## config.mk

```make
export PLATFORM = sky130hd
export DESIGN_NAME = pc_sequencer
export DESIGN_NICKNAME = d
export VERILOG_FILES = /design/src/rtl/pc_sequencer_pkg.sv /design/src/rtl/pc_stall_watchdog.sv /design/src/rtl/pc_sequencer.sv
export SDC_FILE = /design/constraint.sdc
export NUM_CORES = 1
export LEC_CHECK = 0
export ABC_AREA = 1
export BUFFER_PORTS_ARGS = -buffer_cell sky130_fd_sc_hd__buf_4
export CORE_MARGIN = 3
export CORE_UTILIZATION = 25
export DETAILED_ROUTE_END_ITERATION = 12
export PLACE_DENSITY = 0.5
export SYNTH_ARGS = -nofsm -noshare
export SYNTH_HDL_FRONTEND = slang
export SYNTH_SLANG_ARGS = --single-unit
```

## constraint.sdc

```tcl
create_clock -name clk -period 2.3 [get_ports clk]
set_input_delay 0.115 -clock clk [delete_from_list [all_inputs] [get_ports clk]]
set_output_delay 0.115 -clock clk [all_outputs]
set_load 0.005 [all_outputs]
```

## src/rtl/pc_sequencer_pkg.sv

```systemverilog
// Shared CPU constants for the fetch path: reset/handler vectors, text bounds
// and the sequencer state encoding used by CP0 and the fetch unit.
package pc_sequencer_pkg;

    localparam logic [31:0] RESET_PC   = 32'h0000_3000;
    localparam logic [31:0] TEXT_END   = 32'h0000_4ffc;
    localparam logic [31:0] HANDLER_PC = 32'h0000_4180;
    localparam logic [7:0]  STALL_MAX  = 8'd255;

    typedef enum logic {
        RUN     = 1'b0,
        HANDLER = 1'b1
    } seq_state_e;

endpackage

```

## src/rtl/pc_stall_watchdog.sv

```systemverilog
// Stall watchdog: counts consecutive un-redirected stall cycles and raises a
// sticky deadlock flag once the run reaches STALL_MAX.
module pc_stall_watchdog #(
    parameter logic [7:0] STALL_MAX = 8'd255
) (
    input  logic clk,
    input  logic reset,
    input  logic stall,
    input  logic clr,
    output logic deadlock
);

    logic [7:0] stall_cnt;

    // NOTE: sequential state uses non-blocking assignments so every register
    // samples pre-edge values regardless of statement order.
    always_ff @(posedge clk or negedge reset) begin
        if (!reset) begin
            stall_cnt <= 8'd0;
            deadlock  <= 1'b0;
        end else begin
            if (clr) begin
                stall_cnt <= 8'd0;
            end else if (stall_cnt != 8'hff) begin
                stall_cnt <= stall_cnt + 8'd1;
            end
            if (stall && (stall_cnt == STALL_MAX)) begin
                deadlock <= 1'b1;
            end
        end
    end

endmodule

```

## src/rtl/pc_sequencer.sv

```systemverilog
// Next-PC controller: picks the fetch unit's next PC from exception entry,
// eret return, stall, taken branch or PC+4, and tracks handler/delay-slot state.
module pc_sequencer
    import pc_sequencer_pkg::*;
#(
    parameter logic [31:0] P_RESET_PC   = RESET_PC,
    parameter logic [31:0] P_TEXT_END   = TEXT_END,
    parameter logic [31:0] P_HANDLER_PC = HANDLER_PC,
    parameter logic [7:0]  P_STALL_MAX  = STALL_MAX
) (
    input  logic        clk,
    input  logic        reset,
    input  logic [31:0] pc,
    input  logic        stall,
    input  logic        br_taken,
    input  logic [31:0] br_target,
    input  logic        exc_req,
    input  logic        eret_req,
    input  logic [31:0] epc,
    output logic [31:0] npc,
    output logic        pc_we,
    output logic        flush,
    output logic        in_delay_slot,
    output logic        exl,
    output logic        exc_masked,
    output logic        fetch_adel,
    output logic        deadlock
);

    seq_state_e state, next_state;
    logic       next_ds;
    logic       redirect;

    always_ff @(posedge clk or negedge reset) begin
        if (!reset) begin
            state         <= RUN;
            in_delay_slot <= 1'b0;
        end else begin
            state         <= next_state;
            in_delay_slot <= next_ds;
        end
    end

    // NOTE: every output of this block gets a default first so no path can
    // leave a variable unassigned and infer a latch.
    always_comb begin
        npc        = pc + 32'd4;
        pc_we      = 1'b1;
        flush      = 1'b0;
        next_state = state;
        next_ds    = 1'b0;
        redirect   = 1'b0;
        exc_masked = 1'b0;

        if (!reset) begin
            npc   = P_RESET_PC;
            flush = 1'b1;
        end else begin
            // In the handler a new exception is dropped and flagged, not taken.
            exc_masked = exc_req && (state == HANDLER);
            if (exc_req && (state == RUN)) begin
                npc        = P_HANDLER_PC;
                flush      = 1'b1;
                next_state = HANDLER;
                redirect   = 1'b1;
            end else if (eret_req) begin
                npc        = epc;
                flush      = 1'b1;
                next_state = RUN;
                redirect   = 1'b1;
            end else if (stall) begin
                pc_we   = 1'b0;
                next_ds = in_delay_slot;
            end else if (br_taken) begin
                npc     = br_target;
                next_ds = 1'b1;
            end
        end
    end

    assign exl        = (state == HANDLER);
    assign fetch_adel = (pc[1:0] != 2'b00) || (pc < P_RESET_PC) || (pc > P_TEXT_END);

    pc_stall_watchdog #(
        .STALL_MAX (P_STALL_MAX)
    ) u_watchdog (
        .clk      (clk),
        .reset    (reset),
        .stall    (stall),
        .clr      (!stall || redirect),
        .deadlock (deadlock)
    );

endmodule
```

Word level (Yosys, flattened, before mapping):

Cells that the tools add are included.

* word-level logic and storage cells: 46
* register bits after elaboration: 11
* output and inout bits: 39
* bits of input ports: 102

* reductions and logical operators: 11
* bitwise logic cells: 1
* order comparisons: 2
* equal/unequal tests: 3
* multiplexer cells: 23
* add/sub/neg operators: 2

Operators by type and width (number)
* $mux W32: 5
* $add A32 B3 Y32 const B: 1
* $gt A32 B15 Y1 const B: 1
* $lt A32 B14 Y1 const B: 1
* $mux W1: 16
* $mux W8: 2
* $add A8 B1 Y8 const B: 1
* $eq A8 B8 Y1 const B: 1
* $ne A8 B8 Y1 const B: 1
* $reduce_bool A2 Y1: 3
* $ne A4 B2 Y1 const B: 1
* $logic_and A1 B1 Y1: 3
* $logic_or A1 B1 Y1: 3
* $reduce_and A2 Y1: 1
* $logic_not A1 Y1: 1
* $not A1 Y1: 1

Depth between registers and ports, before layout:

* depth after elaboration: 6
* depth in mapped cells: 10
* mapped depth without buffers: 10

Cells and area by module:

A second synthesis with hierarchy kept.

* cells, all modules: 488
* area, all modules: 2497.4 µm²

Modules (own cells, without submodules)
* pc_sequencer: area each 1985.7 µm², instances 1, seq. area each 50.0 µm², cells each 425
* pc_stall_watchdog: area each 511.7 µm², instances 1, seq. area each 225.2 µm², cells each 63

Least setup slack after synthesis:

OpenSTA, ideal clock, no wires.

* kind: reg2reg
* from: register u_watchdog.stall_cnt[0]
* to: register u_watchdog.stall_cnt[3]
* library setup time: 125 ps
* cell stages (with the launch flop): 9
* period minus slack after synthesis: 1389 ps
* path slack: 911 ps
* data required time: 2175 ps
* path buffers: 0
* arrival: 1264 ps
* cells stage by stage: dfrtp_1 ha_1 nand3_2 nor2_2 nand2_1 nor2_4 nor2_1 o21ai_0 a21oi_1

* word-level cells in the longest chain between the ends: 3
* elaborated cells on any way between the ends: 5
* classes of those cells: 1 x add/sub; 1 x eq/ne; 2 x mux; 1 x reduce/logical

Ends and longest elaborated chain
* start: declaration: RTL line pc_stall_watchdog.sv:13 `logic [7:0] stall_cnt;`
* start signal: assignment: RTL line pc_stall_watchdog.sv:25 `stall_cnt <= stall_cnt + 8'd1;`
* $add A8 B1 Y8: RTL line pc_stall_watchdog.sv:25
* $mux W8: RTL line pc_stall_watchdog.sv:24 `end else if (stall_cnt != 8'hff) begin`
* $mux W8: RTL line pc_stall_watchdog.sv:22 `if (clr) begin`

Parallel ways exist; a longest one is shown, timed or not. The select of a mux whose other input is x is not followed.
A chain may end at the register's enable or synchronous reset.

Worst setup path in the final report:

* from: input reset
* to: output npc[22]

* word-level cells in the longest chain between the ends: 1

Ends and longest elaborated chain
* start: declaration: RTL line pc_sequencer.sv:12 `input logic reset,`
* $mux W32: RTL line pc_sequencer.sv:55 `if (!reset) begin`
* end: declaration: RTL line pc_sequencer.sv:20 `output logic [31:0] npc,`

No other way between the ends.

==> out/metrics.yaml <==
cts-root-buf: "clkbuf_8"
cts-buffers-inserted: 3
drc_errors: 0
crit_arrival_ns: 1.81
synth_simple_gate_area_share_pct: 52.2
ys.flop_type: "dfrtp_1"
synth_top_family_by_area: "simple AND/OR/NAND/NOR gates"
cp_data_required_time_ns: 2.18
grtUsageTotal_pct: 17.2
drv_slew: 0
min_path_cells: 2
grt_pass1_vias: 3128
h-tree-depth: 1
fin_crit_sh_pct: 83.8
synth_cell_types: 34
vias: 3343
clk_pin_slew_worst_paths_ns: 0.05
dr.pass1.iters: 4
peakVddDrop_uv: 231
ctsHoldBuffers: 1
p_per_area_nw_per_um2: 275
r2r_cells: 8
ys.warnings.count: 0
fin_setup_tns_ns: 0
wire_per_inst_microns: 13.4
max_slew.worst_pin.slew_ns: 0.514
synth_area_leader_cell: "nand2_1"
clkPwrFrac_pct: 19.6
grt_max_degree: 37
pwr-share-comb_pct: 57.2
grt_pass1_wl_microns: 15500
synth_commonest_cells: "nand2_1, inv_1, nand3_1, nor2_1, o21ai_0"
setup-violations-final: 0
synth.avg_cell_area_sq_um: 5.18
synth_most_common_cell: "nand2_1"
post_cts_buffers: 0
status: "finished clean"
rsz0062_at_grt: "false"
ant_nets: 0
cp_max_fo: 16
core_sq_um: 9280
synth_adder_area_share_pct: 1.05
area_delta_synth_final_pct: 51.3
p_sw_mw: 0.377
hpwl_microns: 8290
final_hold_viol_count: 0
syn_inst: 461
ioPinCount: 141
cts_buffer_depth: 2
synth_compound_area_share_pct: 20.6
overflow: 0
cts.repair.resized: 0
ys_seq_elements: 11
antennaDiodeCount: 0
totalWireLength_microns: 9740
synthArstFlopShare_pct: 100
cts_sinks: 11
drt-vias-per-instance: 4.61
die_x_microns: 104
synth-xor-area-share_pct: 1.83
first_iter_violations: 152
hp-class: "input pin to flip-flop"
gp_congestion: 0.884
synth_edf_count: 0
cts_tree: "done"
leakagePower_nw: 1.90
yosys-top-cells-area: "nand2_1, dfrtp_1, nand3_1"
clock.fmax_mhz: 519
antenna_found_initial: 0
synth_top_area_share_pct: 23.7
internal-power_mw: 0.617
path_class: "input pin to output pin"
whs_ns: 0.136
crit_path_end_kind: "output pin"
drv_cap: 0
skew_ns: 0.00200
synthMuxAreaShare_pct: 0
clock_latency_ns: 0.24
layout-drive-gt1-share_pct: 30.7
seqPwrFrac_pct: 23.2
initial_utilization_pct: 25.7
row_count: 35
final_nets: 701
synth_seq_area_share_pct: 11.5
syn_nets: 565
chipHeight_microns: 104
setup.worst_path.start_class: "input pin"
netlist_area_sq_um: 2390
period_needed_ns: 1.93
place.port_buffers: 140
p_sw_share_pct: 37.9
die_area_sq_um: 10800
slew_headroom_pct: 65.7
worst max-delay path, cell delays in order:
cell and delay, ns:
dlygate4sd3_1 0.53, buf_4 0.23, inv_1 0.13, nor2_2 0.17
buf_4 0.21, o21ai_0 0.14, a21oi_1 0.15, buf_4 0.13
cells in the final DEF, fill, tap and decap left out, types with 4 or more instances in the layout:
master    count
dfrtp_1      11
xor2_1        4
nor2_2       12
o21bai_1     10
nand2_1     151
nor2_4        6
a21oi_1      36
nand3_1      44
inv_1        55
inv_2         5
o21ai_0      38
buf_4       145
nor4_1        4
nor2_1       43
per-layer routing:
metal | up-vias | GRT usage, % | routed length (microns)
li1 | 1746 | - | -
met1 | 1441 | 22.6 | 4350
met2 | 146 | 29.0 | 4370
met3 | 10 | 3.93 | 848
met4 | 0 | 3.23 | 170
met5 | - | 0 | 0
power groups by stage:
stage | combinational, mW | sequential (mW) | clock, mW
floorplan | 0.259 | 0.231 | 0
global placement | 0.571 | 0.233 | 0
detailed placement | 0.572 | 0.234 | 0
CTS | 0.576 | 0.230 | 0.199
global route | 0.636 | 0.233 | 0.203
finish | 0.569 | 0.231 | 0.195
sequential cells by signal (all words and copies together) (netlist names):
signal	flops
u_watchdog.stall_cnt	8
exl	1
in_delay_slot	1
u_watchdog.deadlock	1
through the flow:
stage          power, mW  cells  util (%)  instance area (sq um)  worst slack, ns
6_report           0.994    725      38.9                   3610            0.373
5_1_grt             1.07    725      38.9                   3610            0.183
4_1_cts             1.00    725      38.9                   3610            0.363
3_5_place_dp       0.805    720      38.3                   3560            0.757
3_3_place_gp       0.804    720      38.3                   3560            0.793
2_1_floorplan      0.491    461         -                   2390            0.911
kinds of logic after synthesis:
family,after synthesis
AO/OA/AOI/OAI,90
adder cells (fa/ha/maj),2
flip-flops,11
XOR/XNOR,5
AND/OR/NAND/NOR,278
buffers and inverters,75
cell type report:
class                   instances  area (sq um)
repair buffers                146          1100
inverters                      60           225
multi-input cells             375          1810
clock buffers                   4          45.0
flip-flops and latches         11           275
well taps                     129           161
fillers                      1054          5670
path summary, 6_finish.rpt:
| check | startpoint | to | slack [ns] |
|---|---|---|---|
| max | reset | npc[22] | 0.37 |
| min | stall | u_watchdog.deadlock$_DFFE_PN0P_ | 0.14 |
| max reg2reg | u_watchdog.stall_cnt[0]$_DFFE_PN0P_ | u_watchdog.stall_cnt[3]$_DFFE_PN0P_ | 0.75 |
| min reg2reg | u_watchdog.deadlock$_DFFE_PN0P_ | u_watchdog.deadlock$_DFFE_PN0P_ | 0.49 |
| max in group asynchronous | reset | u_watchdog.stall_cnt[3]$_DFFE_PN0P_ | 1.84 |
| min in group asynchronous | reset | u_watchdog.stall_cnt[2]$_DFFE_PN0P_ | 0.28 |
Note: power is estimated with default switching activity, not from simulation.
